$ cat config.mk
export PLATFORM = sky130hd
export DESIGN_NAME = cic_integrator_chain
export DESIGN_NICKNAME = d
export VERILOG_FILES = /design/src/rtl/cic_integrator_chain.sv
export SDC_FILE = /design/constraint.sdc
export NUM_CORES = 1
export LEC_CHECK = 0
export CAP_MARGIN = 20
export CORE_ASPECT_RATIO = 0.8
export CORE_MARGIN = 5
export CORE_UTILIZATION = 55
export DETAILED_ROUTE_END_ITERATION = 8
export GPL_TIMING_DRIVEN = 0
export PLACE_DENSITY = 0.76
export SYNTH_ARGS = -nofsm -noshare
export SYNTH_HDL_FRONTEND = slang
export SYNTH_SLANG_ARGS = --single-unit
$ cat constraint.sdc
create_clock -name clk -period 5 [get_ports clk]
set_clock_uncertainty 0.2 [all_clocks]
set_input_delay 1 -clock clk [delete_from_list [all_inputs] [get_ports clk]]
set_output_delay 1 -clock clk [all_outputs]
set_load 0.005 [all_outputs]
$ cat src/rtl/cic_integrator_chain.sv
// -----------------------------------------------------------------------------
// cic_integrator_chain
//
// Purpose:
//    Cascaded, pipelined CIC integrator section with time-division-multiplexed
//    channels. NUM_STAGES integrator stages each keep an independent
//    accumulator per channel. One sample per clock is accepted from any
//    channel in any order. Each stage performs exactly one read-modify-write
//    on its own accumulator array per cycle, so back-to-back samples on the
//    same channel need neither stalls nor forwarding. All arithmetic wraps
//    modulo 2^ACC_WIDTH; the downstream comb section cancels the wrap.
//
// Optional feature (compile-time macro):
//    CIC_INTEG_ROUND_EN - adds one output register stage that rounds half up
//                         instead of truncating, and saturates on positive
//                         overflow of the rounding addition. Latency becomes
//                         NUM_STAGES + 1.
//
// Parameters:
//    DATA_WIDTH_INP  input sample width (signed)
//    DATA_WIDTH_OUT  output sample width (signed)
//    ACC_WIDTH       accumulator width, >= both data widths
//    NUM_STAGES      integrator stages, 1..8
//    NUM_CHANNELS    independent channels, 1..16
//
// Ports:
//    clk            rising-edge clock
//    reset          synchronous, active-high reset
//    inp_samp_data  signed input sample
//    inp_samp_chan  channel index of the input sample
//    inp_samp_str   input sample valid
//    out_samp_data  signed output of the last stage (held while strobe low)
//    out_samp_chan  channel index of the output sample (held while strobe low)
//    out_samp_str   one-cycle pulse per output sample
// -----------------------------------------------------------------------------
module cic_integrator_chain #(
   parameter int  DATA_WIDTH_INP = 16,
   parameter int  DATA_WIDTH_OUT = 16,
   parameter int  ACC_WIDTH      = 40,
   parameter int  NUM_STAGES     = 4,
   parameter int  NUM_CHANNELS   = 2,
   localparam int CHAN_WIDTH     = (NUM_CHANNELS > 1) ? $clog2(NUM_CHANNELS) : 1
) (
   input  logic                             clk,
   input  logic                             reset,
   input  logic signed [DATA_WIDTH_INP-1:0] inp_samp_data,
   input  logic        [CHAN_WIDTH-1:0]     inp_samp_chan,
   input  logic                             inp_samp_str,
   output logic signed [DATA_WIDTH_OUT-1:0] out_samp_data,
   output logic        [CHAN_WIDTH-1:0]     out_samp_chan,
   output logic                             out_samp_str
);

   localparam int LAST = NUM_STAGES - 1;

   // Reject unsupported configurations at elaboration time.
   generate
      if ((ACC_WIDTH < DATA_WIDTH_INP) || (ACC_WIDTH < DATA_WIDTH_OUT)) begin : g_bad_acc_width
         $error("cic_integrator_chain: ACC_WIDTH must be >= DATA_WIDTH_INP and >= DATA_WIDTH_OUT");
      end
      if ((NUM_STAGES < 1) || (NUM_STAGES > 8)) begin : g_bad_num_stages
         $error("cic_integrator_chain: NUM_STAGES must be in 1..8");
      end
      if ((NUM_CHANNELS < 1) || (NUM_CHANNELS > 16)) begin : g_bad_num_channels
         $error("cic_integrator_chain: NUM_CHANNELS must be in 1..16");
      end
   endgenerate

   // Per-stage, per-channel accumulators and the inter-stage pipeline.
   logic [ACC_WIDTH-1:0]  acc_q       [NUM_STAGES][NUM_CHANNELS];
   logic [ACC_WIDTH-1:0]  acc_d       [NUM_STAGES][NUM_CHANNELS];
   logic [ACC_WIDTH-1:0]  pipe_data_q [NUM_STAGES];
   logic [ACC_WIDTH-1:0]  pipe_data_d [NUM_STAGES];
   logic [CHAN_WIDTH-1:0] pipe_chan_q [NUM_STAGES];
   logic [CHAN_WIDTH-1:0] pipe_chan_d [NUM_STAGES];
   logic [NUM_STAGES-1:0] pipe_vld_q;
   logic [NUM_STAGES-1:0] pipe_vld_d;

   // What each stage sees this cycle: valid, channel, addend, and new sum.
   logic                  chan_ok_s;
   logic [NUM_STAGES-1:0] stg_vld_s;
   logic [CHAN_WIDTH-1:0] stg_chan_s [NUM_STAGES];
   logic [ACC_WIDTH-1:0]  stg_add_s  [NUM_STAGES];
   logic [ACC_WIDTH-1:0]  stg_sum_s  [NUM_STAGES];

   // Stage inputs: stage 0 takes the port sample, stage k the pipe(k-1) slot.
   always_comb begin
      // An out-of-range channel is dropped here so it becomes a bubble.
      chan_ok_s     = (32'(inp_samp_chan) < 32'(NUM_CHANNELS));
      stg_vld_s     = '0;
      stg_vld_s[0]  = inp_samp_str & chan_ok_s;
      stg_chan_s[0] = inp_samp_chan;
      stg_add_s[0]  = ACC_WIDTH'(inp_samp_data);
      for (int k = 1; k < NUM_STAGES; k++) begin
         stg_vld_s[k]  = pipe_vld_q[k-1];
         stg_chan_s[k] = pipe_chan_q[k-1];
         stg_add_s[k]  = pipe_data_q[k-1];
      end
      for (int k = 0; k < NUM_STAGES; k++) begin
         stg_sum_s[k] = acc_q[k][stg_chan_s[k]] + stg_add_s[k];
      end
   end

   // Next state: one read-modify-write per stage; bubbles leave state alone.
   always_comb begin
      acc_d      = acc_q;
      pipe_vld_d = stg_vld_s;
      for (int k = 0; k < NUM_STAGES; k++) begin
         if (stg_vld_s[k]) begin
            acc_d[k][stg_chan_s[k]] = stg_sum_s[k];
            pipe_data_d[k]          = stg_sum_s[k];
            pipe_chan_d[k]          = stg_chan_s[k];
         end else begin
            pipe_data_d[k] = pipe_data_q[k];
            pipe_chan_d[k] = pipe_chan_q[k];
         end
      end
   end

   // Accumulator and pipeline registers.
   always_ff @(posedge clk) begin
      if (reset) begin
         for (int k = 0; k < NUM_STAGES; k++) begin
            for (int c = 0; c < NUM_CHANNELS; c++) begin
               acc_q[k][c] <= '0;
            end
            pipe_data_q[k] <= '0;
            pipe_chan_q[k] <= '0;
         end
         pipe_vld_q <= '0;
      end else begin
         acc_q       <= acc_d;
         pipe_data_q <= pipe_data_d;
         pipe_chan_q <= pipe_chan_d;
         pipe_vld_q  <= pipe_vld_d;
      end
   end

`ifdef CIC_INTEG_ROUND_EN
   localparam int SHIFT    = ACC_WIDTH - DATA_WIDTH_OUT;
   localparam int HALF_POS = (SHIFT > 0) ? (SHIFT - 1) : 0;
   // Half an output LSB; zero when no bits are dropped so data passes through.
   localparam logic [ACC_WIDTH-1:0] HALF =
      (SHIFT > 0) ? (ACC_WIDTH'(1) << HALF_POS) : {ACC_WIDTH{1'b0}};
   localparam logic [DATA_WIDTH_OUT-1:0] OUT_MAX = {1'b0, {(DATA_WIDTH_OUT-1){1'b1}}};

   // Round half up; a positive value that wraps negative on the +HALF saturates.
   function automatic logic [DATA_WIDTH_OUT-1:0] round_sat(input logic [ACC_WIDTH-1:0] acc);
      logic [ACC_WIDTH-1:0] sum;
      sum = acc + HALF;
      if (!acc[ACC_WIDTH-1] && sum[ACC_WIDTH-1]) begin
         round_sat = OUT_MAX;
      end else begin
         round_sat = sum[ACC_WIDTH-1 -: DATA_WIDTH_OUT];
      end
   endfunction

   logic [DATA_WIDTH_OUT-1:0] out_data_q;
   logic [DATA_WIDTH_OUT-1:0] out_data_d;
   logic [CHAN_WIDTH-1:0]     out_chan_q;
   logic [CHAN_WIDTH-1:0]     out_chan_d;
   logic                      out_vld_q;
   logic                      out_vld_d;

   // Output stage next state: rounded sample on a valid slot, otherwise hold.
   always_comb begin
      out_vld_d = pipe_vld_q[LAST];
      if (pipe_vld_q[LAST]) begin
         out_data_d = round_sat(pipe_data_q[LAST]);
         out_chan_d = pipe_chan_q[LAST];
      end else begin
         out_data_d = out_data_q;
         out_chan_d = out_chan_q;
      end
   end

   // Output register stage.
   always_ff @(posedge clk) begin
      if (reset) begin
         out_data_q <= '0;
         out_chan_q <= '0;
         out_vld_q  <= 1'b0;
      end else begin
         out_data_q <= out_data_d;
         out_chan_q <= out_chan_d;
         out_vld_q  <= out_vld_d;
      end
   end

   assign out_samp_data = out_data_q;
   assign out_samp_chan = out_chan_q;
   assign out_samp_str  = out_vld_q;
`else
   // Plain truncation: the last pipeline register drives the outputs directly.
   // The pipe only loads on valid slots, so data and channel hold between strobes.
   assign out_samp_data = pipe_data_q[LAST][ACC_WIDTH-1 -: DATA_WIDTH_OUT];
   assign out_samp_chan = pipe_chan_q[LAST];
   assign out_samp_str  = pipe_vld_q[LAST];

   // The truncated low bits are intentionally dropped.
   logic unused_trunc_bits_s;
   assign unused_trunc_bits_s = ^pipe_data_q[LAST];
`endif

endmodule
==> qor.yml <==
outcome:
  status: "finished, final reports clean"
finish:
  seqCellArea_um2: 9290
  diodes: 0
  area_growth_syn_to_layout_pct: 11.0
  final_area_um2: 29500
  n_fill_cell: 4127
  drive_above_1_share: 0.0883
  final_nets: 3516
  multi_input_comb_area_um2: 16200
logic_synthesis:
  synth.cells.most_frequent: "nand2_1 (546), dfxtp_1 (464), a21oi_1 (374), nor2_1 (246), clkbuf_1 (185)"
  synth-adder-area-share: 0.0766
  yosys_warnings: 0
  seq_area_frac_synth: 0.350
  yosys.area_share.simple: 0.176
  ys_types: 69
  synth_edf_count: 0
  synthXorXnorAreaFrac: 0.0472
  synthMuxAreaShare: 0.105
  syn_area_per_cell_um2: 8.16
  synth_compound_area_frac: 0.204
  synth_most_common_cell: "nand2_1"
  async_flop_share: 0
  netlist.area_leader.share: 0.350
  syn_nets: 3432
  synth_area_um2: 26500
  synth_top_cell_by_area: "dfxtp_1"
  syn_inst: 3252
  synth_top_family_by_area: "compound AO/OA/AOI/OAI gates"
  ys_ff_latch: 464
  synth-main-ff-cell: "dfxtp_1"
  yosys-top-cells-area: "dfxtp_1 (35%), nand2_1 (7.7%), ha_1 (7.4%)"
timing:
  finalHoldViolations: 0
  setup_viol: 0
  slew_viol_final: 0
  holdWs_ns: 0.251
  max-slew-margin-rel: 0.217
  final.min_clock_period_ns: 4.86
  worst_slew_pin_slew_ns: 1.17
  max_freq_ghz: 0.206
  period_share: 0.971
  rsz0062_at_grt: "false"
worst_setup_path:
  cp.arrival_ns: 5.18
  startpoint_type: "flop"
  critPathCaptureType: "flop"
  slowest_delay_ns: 0.53
  path_cells: "clkbuf_4 > mux2_2 > ha_1 > fa_1 > a21o_1 > nand4_1 > nand3_1 > a21oi_1 > a211oi_1 > a21oi_1 > nor2_1 > o31a_1 > or4b_1 > nand3_1"
  crit_required_ns: 5.32
  crit_path_max_fanout: 10
  crit_type: "reg2reg"
  crit_path_top_delay_cell: "or4b_1"
detailed_routing:
  initialDrtViolationCount: 2591
  dr.pass1.iters: 5
  via_per_inst: 6.18
  wl_per_cell_um: 20.2
  wl_um: 80700
  drcViolationCount: 0
  drtAntennaViolNets: 0
  vias: 24700
clock_tree:
  h-tree-depth: 2
  worstSkewPairLatency_ns: 0.59
  clockBufferDepth: 3
  cts_sinks: 464
  clk_pin_slew_ns: 0.06
  tritoncts: "yes"
  clockRootBuffer: "clkbuf_16"
  numCtsBuffers: 47
min_path:
  hold_class: "reg2reg"
global_route:
  use_met2: 0.429
  grt_pass1_vias: 22900
  grt_overflow: 0
  antenna_found_initial: 0
  grt_usage: 0.292
  grt_first_pass_wirelength_um: 125000
  use_met3: 0.0567
  top_usage_layer: "met1"
  grt_max_degree: 26
  grt_use_met1: 0.432
placed_design:
  gp_congestion: 1.00
  dp_hpwl_um: 61900
  port_buffers: 34
  placement.cell_area_um2: 27700
die:
  initial_core_util: 0.553
  row_count: 72
  io_pins: 38
  die_h_um: 206
  core-area_um2: 48000
  die-area_um2: 52800
  fp.dieW_um: 256
pwr:
  irDropWorstVdd_uv: 251
  power.density_nw_per_um2: 308
  power.leakage_nw: 11.9
run:
  maxCapViolations: 0
[flip-flops by register name, summed over array words and instances, names as in the netlist]
name / count
pipe_data_q: 120
out_samp_chan: 1
acc_q: 320
pipe_vld_q: 4
out_samp_data: 16
pipe_chan_q: 3
[where the power goes]
| part | switching [W] | internal [W] | total (W) |
|---|---|---|---|
| registers | 0.0000861 | 0.00384 | 0.00393 |
| logic | 0.000872 | 0.000453 | 0.00132 |
| clock network | 0.00152 | 0.00229 | 0.00381 |
[metal layers]
layer | routed length (um) | vias up
met3 | 7250 | 144
met2 | 33100 | 1020
met1 | 38000 | 11800
met4 | 2360 | 0
li1 | - | 11700
met5 | 0 | -
[through the flow]
step / utilization / power [W] / instances / setup TNS (ns) / setup slack [ns]
final: 0.613 / 0.00906 / 4002 / 0 / 0.145
after CTS: 0.612 / 0.00906 / 4000 / 0 / 0.0228
after global placement: 0.576 / 0.00523 / 3915 / -28.60 / -1.02
after global routing: 0.613 / 0.00937 / 4002 / 0 / 0.0133
after detailed placement: 0.576 / 0.00528 / 3915 / -38.36 / -1.22
after floorplan: - / 0.00490 / 3252 / 0 / 0.131
[logic make-up after synthesis]
kind of cell               after synthesis
buffers and inverters                  274
muxes                                  259
AOI/OAI and AO/OA                      873
and+or+nand+nor                       1079
adders and majority gates              160
xor gates and xnor gates               143
DFF                                    464
[layout by cell type, fill, tap and decap left out, types with 29 or more instances in the layout]
cell type	instances
ha_1	156
nand2_1	546
a21oi_1	374
inv_1	47
a22o_1	29
nand4_1	46
clkbuf_1	179
o21ai_0	125
nand3_1	82
xor2_1	53
a31oi_1	29
mux2i_1	104
dfxtp_1	461
clkbuf_16	50
nor2_1	246
a211oi_1	57
a21o_1	81
xnor2_1	90
clkdlybuf4s50_1	34
mux2_2	155
nor3_1	54
[path summary, 6_finish.rpt]
kind | from | slack [ns] | endpoint | cells past startpoint
setup / recovery | pipe_chan_q[2] | 0.14 | acc_q[110] | 14
hold / removal | acc_q[227] | 0.25 | acc_q[227] | 2
setup reg to reg | pipe_chan_q[2] | 0.14 | acc_q[110] | 14
hold reg to reg | acc_q[227] | 0.25 | acc_q[227] | 2
[worst max-delay path: cells and delay by family (launching register included)]
kind	cells	cell delay (ns)
AO/OA/AOI/OAI	5	1.61
AND/OR/NAND/NOR	5	1.05
adder cells (fa/ha/maj)	2	0.69
flip-flops	1	0.51
buffers and inverters	1	0.37
multiplexers	1	0.37
[cell type report]
class | count | area share
Inverter | 47 | 0.00599
Timing Repair Buffer | 38 | 0.0132
Multi-Input combinational cell | 2514 | 0.550
Clock buffer | 71 | 0.0502
Sequential cell | 464 | 0.315
Clock inverter | 15 | 0.00697
Tap cell | 629 | 0.0267
Buffer | 224 | 0.0312
[what timing repair did]
action | in CTS | in global routing
hold buffers | 0 | 0
endpoints found under the setup margin | 77 | 64
buffers inserted | 2 | 1
pin swaps | 1 | 0
gates resized for setup | 13 | 22
(Power assumes the default switching activity.)
